### config.mk
export PLATFORM = sky130hd
export DESIGN_NAME = hazard_controller
export DESIGN_NICKNAME = d
export VERILOG_FILES = /design/src/rtl/hazard_pkg.sv /design/src/rtl/hazard_controller_forward_unit.sv /design/src/rtl/hazard_controller.sv
export SDC_FILE = /design/constraint.sdc
export NUM_CORES = 1
export LEC_CHECK = 0
export BUFFER_PORTS_ARGS = -buffer_cell sky130_fd_sc_hd__buf_4
export CAP_MARGIN = 15
export CORE_MARGIN = 5
export CORE_UTILIZATION = 43
export DETAILED_ROUTE_END_ITERATION = 16
export GPL_TIMING_DRIVEN = 0
export PLACE_DENSITY = 0.95
export SLEW_MARGIN = 20
export SYNTH_ARGS = -nofsm -noshare
export SYNTH_HDL_FRONTEND = slang
export SYNTH_HIERARCHICAL = 1
export SYNTH_SLANG_ARGS = --single-unit
### constraint.sdc
create_clock -name clk_i -period 2.9 [get_ports clk_i]
set_clock_uncertainty 0.2 [all_clocks]
set_input_delay 0.58 -clock clk_i [delete_from_list [all_inputs] [get_ports clk_i]]
set_output_delay 0.58 -clock clk_i [all_outputs]
set_load 0.01 [all_outputs]
### src/rtl/hazard_pkg.sv
// Shared types and constants for the pipeline hazard controller.
package hazard_pkg;

    localparam int REG_ADDR_WIDTH = 5;

    typedef enum logic [1:0] {
        RUN   = 2'd0,
        IMISS = 2'd1,
        DMISS = 2'd2
    } state_t;

    localparam logic [1:0] FWD_REG = 2'b00;
    localparam logic [1:0] FWD_WB  = 2'b01;
    localparam logic [1:0] FWD_MEM = 2'b10;

endpackage

### src/rtl/hazard_controller_forward_unit.sv
// Operand forwarding select for one E-stage source register.
// M-stage results win over W-stage results; x0 is never forwarded.
module forward_unit
    import hazard_pkg::*;
#(
    parameter int ADDR_WIDTH = REG_ADDR_WIDTH
) (
    input  logic [ADDR_WIDTH-1:0] rs,
    input  logic [ADDR_WIDTH-1:0] rd_m,
    input  logic                  reg_write_m,
    input  logic [ADDR_WIDTH-1:0] rd_w,
    input  logic                  reg_write_w,
    output logic [1:0]            sel
);

    always_comb begin
        // NOTE: every always_comb output gets a default first so no path infers a latch.
        sel = FWD_REG;
        if (reg_write_m && (rd_m != '0) && (rd_m == rs)) begin
            sel = FWD_MEM;
        end else if (reg_write_w && (rd_w != '0) && (rd_w == rs)) begin
            sel = FWD_WB;
        end
    end

endmodule

### src/rtl/hazard_controller.sv
// Stall/flush/forward controller for the 5-stage pipeline with a miss FSM and watchdog.
// Optional performance counters are built when HAZARD_PERF_CNT_EN is defined.
module hazard_controller
    import hazard_pkg::*;
#(
    parameter int REG_ADDR_WIDTH = hazard_pkg::REG_ADDR_WIDTH,
    parameter int TIMEOUT_CYCLES = 255,
    parameter int PERF_WIDTH     = 32
) (
    input  logic                      clk_i,
    input  logic                      rst_i,
    input  logic [REG_ADDR_WIDTH-1:0] rs1D_i,
    input  logic [REG_ADDR_WIDTH-1:0] rs2D_i,
    input  logic [REG_ADDR_WIDTH-1:0] rs1E_i,
    input  logic [REG_ADDR_WIDTH-1:0] rs2E_i,
    input  logic [REG_ADDR_WIDTH-1:0] rdE_i,
    input  logic [REG_ADDR_WIDTH-1:0] rdM_i,
    input  logic [REG_ADDR_WIDTH-1:0] rdW_i,
    input  logic                      regWriteM_i,
    input  logic                      regWriteW_i,
    input  logic                      loadE_i,
    input  logic                      pcSrcE_i,
    input  logic                      imemReady_i,
    input  logic                      memReqM_i,
    input  logic                      dmemReady_i,
    output logic                      stallF_o,
    output logic                      stallD_o,
    output logic                      stallE_o,
    output logic                      stallM_o,
    output logic                      flushD_o,
    output logic                      flushE_o,
    output logic                      flushW_o,
    output logic [1:0]                forwardAE_o,
    output logic [1:0]                forwardBE_o,
    output logic [1:0]                state_o,
    output logic                      timeout_o,
    output logic [PERF_WIDTH-1:0]     stallCycles_o,
    output logic [PERF_WIDTH-1:0]     flushCount_o
);

    localparam int               CNT_W   = $clog2(TIMEOUT_CYCLES + 1);
    localparam logic [CNT_W-1:0] CNT_MAX = CNT_W'(TIMEOUT_CYCLES);

    state_t           state;
    logic [CNT_W-1:0] miss_cnt;
    logic             timeout;
    logic             data_miss;
    logic             fetch_miss;
    logic             load_use;
    logic [1:0]       fwd_a;
    logic [1:0]       fwd_b;

    forward_unit #(.ADDR_WIDTH(REG_ADDR_WIDTH)) u_fwd_a (
        .rs          (rs1E_i),
        .rd_m        (rdM_i),
        .reg_write_m (regWriteM_i),
        .rd_w        (rdW_i),
        .reg_write_w (regWriteW_i),
        .sel         (fwd_a)
    );

    forward_unit #(.ADDR_WIDTH(REG_ADDR_WIDTH)) u_fwd_b (
        .rs          (rs2E_i),
        .rd_m        (rdM_i),
        .reg_write_m (regWriteM_i),
        .rd_w        (rdW_i),
        .reg_write_w (regWriteW_i),
        .sel         (fwd_b)
    );

    // A data wait is live until dmemReady_i is seen; the ready cycle itself releases.
    assign data_miss  = (state == DMISS) ? !dmemReady_i : (memReqM_i && !dmemReady_i);
    assign fetch_miss = !data_miss && !imemReady_i;
    assign load_use   = loadE_i && (rdE_i != '0) && ((rdE_i == rs1D_i) || (rdE_i == rs2D_i));

    always_comb begin
        stallF_o    = 1'b0;
        stallD_o    = 1'b0;
        stallE_o    = 1'b0;
        stallM_o    = 1'b0;
        flushD_o    = 1'b0;
        flushE_o    = 1'b0;
        flushW_o    = 1'b0;
        forwardAE_o = FWD_REG;
        forwardBE_o = FWD_REG;
        if (rst_i) begin
            flushD_o = 1'b1;
            flushE_o = 1'b1;
            flushW_o = 1'b1;
        end else begin
            forwardAE_o = fwd_a;
            forwardBE_o = fwd_b;
            if (data_miss) begin
                stallF_o = 1'b1;
                stallD_o = 1'b1;
                stallE_o = 1'b1;
                stallM_o = 1'b1;
                flushW_o = 1'b1;
            end else begin
                // A taken branch cancels the load-use hold so the redirect PC can load;
                // a held D register is never bubbled by a fetch miss.
                stallD_o = load_use && !pcSrcE_i;
                stallF_o = fetch_miss || (load_use && !pcSrcE_i);
                flushD_o = pcSrcE_i || (fetch_miss && !(load_use && !pcSrcE_i));
                flushE_o = pcSrcE_i || load_use;
            end
        end
    end

    always_ff @(posedge clk_i) begin
        // NOTE: sequential state uses non-blocking assignments only, so every flop samples pre-edge values.
        if (rst_i) begin
            state    <= RUN;
            miss_cnt <= '0;
            timeout  <= 1'b0;
        end else begin
            unique case (state)
                RUN, IMISS: begin
                    if (memReqM_i && !dmemReady_i) state <= DMISS;
                    else if (!imemReady_i)         state <= IMISS;
                    else                           state <= RUN;
                end
                DMISS:   state <= dmemReady_i ? RUN : DMISS;
                default: state <= RUN;
            endcase

            if (state == RUN) begin
                miss_cnt <= '0;
            end else if (miss_cnt != CNT_MAX) begin
                miss_cnt <= miss_cnt + 1'b1;
                if (miss_cnt == CNT_MAX - 1'b1) timeout <= 1'b1;
            end
        end
    end

    assign state_o   = state;
    assign timeout_o = timeout;

`ifdef HAZARD_PERF_CNT_EN
    logic [PERF_WIDTH-1:0] stall_cycles;
    logic [PERF_WIDTH-1:0] flush_count;

    always_ff @(posedge clk_i) begin
        if (rst_i) begin
            stall_cycles <= '0;
            flush_count  <= '0;
        end else begin
            stall_cycles <= stall_cycles + PERF_WIDTH'(stallF_o);
            flush_count  <= flush_count + PERF_WIDTH'(flushE_o);
        end
    end

    assign stallCycles_o = stall_cycles;
    assign flushCount_o  = flush_count;
`else
    assign stallCycles_o = '0;
    assign flushCount_o  = '0;
`endif

endmodule

==> impl_metrics.toml <==
[global_routing]
grt_pass1_wl_um = 7030
grt_pass1_vias = 1624
grtUsageTotal_pct = 17.2
antenna_found_initial = 0
grt_max_degree = 11
grt_overflow = 0

[die]
core_region_area_um2 = 3360
start_util_pct = 45.1
die_y_um = 69.4
boundaryPins = 122
die_area_um2 = 4810
die_w_um = 69.4
rows = 21

[worst_setup_path]
crit_slowest_cell = "or4_1"
path_common_cell = "buf_4"
r2r-start = "miss_cnt[0]"
cp-startpoint = "rdE_i[1]"
path_max_fanout = 3
worstSetupStartpointType = "input pin"
cp_data_arrival_time_ns = 1.92
criticalPathCategory = "in -> out"
reg2reg_depth = 6
cp.buffers_inverters = 2
crit_family = "simple AND/OR/NAND/NOR gates"
crit_path_max_incr_delay_ns = 0.54
r2r_slack_ns = 1.05
crit_chain = "buf_4 > or4_1 > o21ai_1 > or3_1 > o221a_2 > buf_4"
required_ns = 2.12
rr_endpoint = "miss_cnt[0]"
end_kind = "output port"

[timing]
fin_crit_sh_pct = 93.3
fmax_mhz = 370
fin_crit_ns = 2.70
whs_ns = 0.288
setup_viol = 0
setup_tns_ns = 0
maxSlewHeadroom_pct = 66.0
finalHoldViolCount = 0
rsz0062_at_grt = "false"
worstMarginPinSlew_ns = 0.505
slew_viol_final = 0

[clocking]
post-cts-setup-buffers = 0
clk_latency_ns = 0.27
ctsResizeCount = 0
cts_made_buffers = 3
cts_tree = "yes"
clk_path_buf_depth = 2
cts_sinks = 11
htreeDepth = 1
holdBufCountCts = 0
clock-root-buffer = "clkbuf_4"
clkTransAtPathRegs_ns = 0.07

[route]
antenna_left = 0
wl_per_cell_um = 11.2
routed_wl_um = 4120
vias = 1541
drt-initial-drc-count = 77
vias_per_cell = 4.18
first_pass_iters = 4
drc = 0

[min_path]
holdCritPathClass = "reg -> reg"
hp-start = "timeout_o"
hold_depth = 2
hold_end = "timeout_o"

[synth]
yosysTopAreaCell = "buf_4"
synth_top_area_share_pct = 32.7
yosysSeqAreaShare_pct = 14.5
syn_inst = 199
synth_common_cells = "66 x buf_4, 17 x xor2_1, 15 x nor2_1, 13 x xnor2_1, 11 x dfxtp_1"
ys.warnings.count = 6
avgSynthCellArea_um2 = 7.62
yosys-top-cells-area = "buf_4 33%, dfxtp_1 15%, xor2_1 9.8%"
synth.cell_area_um2 = 1520
synth-seq-cells = 11
ys_types = 35
synth.most_common_cell = "buf_4"
ys_async_sr_fraction_pct = 0
synth_edf_count = 0
synthFlopType = "dfxtp_1"

[cells_and_area]
multi_input_area_um2 = 1010
seq_area_um2 = 220
fin_nets = 370
diodes = 0
area_delta_synth_final_pct = 49.3
fin_cells = 369
drive_gt1_share_pct = 42.1
fillers = 279
design_area_um2 = 2260

[place]
place.gp.congestion = 0.826
place_area_um2 = 2240
dp_cells = 365
io_buffers = 57

[outcome]
outcome = "finished, final reports clean"

[power_and_ir_drop]
max-vdd-ir-drop_mv = 0.104
p_leak_uw = 0.00120
power_density_nw_per_um2 = 229
finalPower_uw = 519

[run]
max_cap_violations = 0
==> tightest hold or removal path, stage by stage, from the launching register on <==
cell and delay (ns):
dfxtp_1 0.34, nor2_1 0.05, nor2_1 0.07
==> through the flow <==
stage / worst slack, ns / util (%)
after floorplan: 0.567 / -
after global placement: 0.232 / 66.6
after detailed placement: 0.211 / 66.6
after CTS: 0.212 / 67.3
after global routing: 0.0958 / 67.3
final: 0.195 / 67.3
==> power breakdown <==
part,switching (µW),leakage [µW],internal [µW]
Combinational,121,0.00110,139
Clock,49.8,0.0000150,53.2
Sequential,2.98,0.0000891,154
==> layer usage <==
layer / global-route usage [%] / up-vias / wire length (µm)
li1: - / 778 / -
met1: 18.2 / 657 / 1540
met2: 31.0 / 91 / 2050
met3: 4.35 / 15 / 366
met4: 8.68 / 0 / 163
met5: 0 / - / 0
==> worst max path at each step <==
stage                     cells after the start  slack [ns]        to
after detailed placement                      6        0.21  flushD_o
after floorplan                               4        0.57  flushD_o
after global placement                        6        0.23  flushD_o
after global routing                          6         0.1  flushD_o
after CTS                                     6        0.21  flushD_o
final                                         6        0.20  flushD_o
==> registers in the layout, summed over array words and instances (netlist names) <==
| signal | flops |
|---|---|
| state_o | 2 |
| timeout_o | 1 |
| miss_cnt | 8 |
==> cell families after synthesis <==
kind of cell	after synthesis	synth area share, %
compound gates	22	11.1
simple gates	61	21.0
fa+ha+maj	2	1.65
flops	11	14.5
buf+inv	72	34.2
other cells	1	0.247
xor+xnor	30	17.3
==> area by class of cell <==
cell class	instances	area share (%)
flip-flops and latches	11	9.72
well taps	46	2.54
clock buffers	4	1.16
repair buffers	57	18.9
multi-input cells	179	44.8
inverters	4	0.663
plain buffers	68	22.2
==> cells in the final DEF (no fill, tap or decap), types with 2 or more instances in the layout <==
cell      instances
ha_1              2
inv_1             4
nor2b_1           5
clkbuf_1          3
xor2_1           17
nand2b_1          3
buf_4           123
clkbuf_4          3
a211oi_2          2
xnor2_1          13
a21oi_1           6
nand2_1           6
nor3_1            9
nor2_1           15
or2_2             2
o41ai_2           2
o21ai_0           5
nor4_1            3
nand3_1           9
nor3_2            2
dfxtp_1          11
conb_1           64
Note: power is estimated with default switching activity, not from simulation.
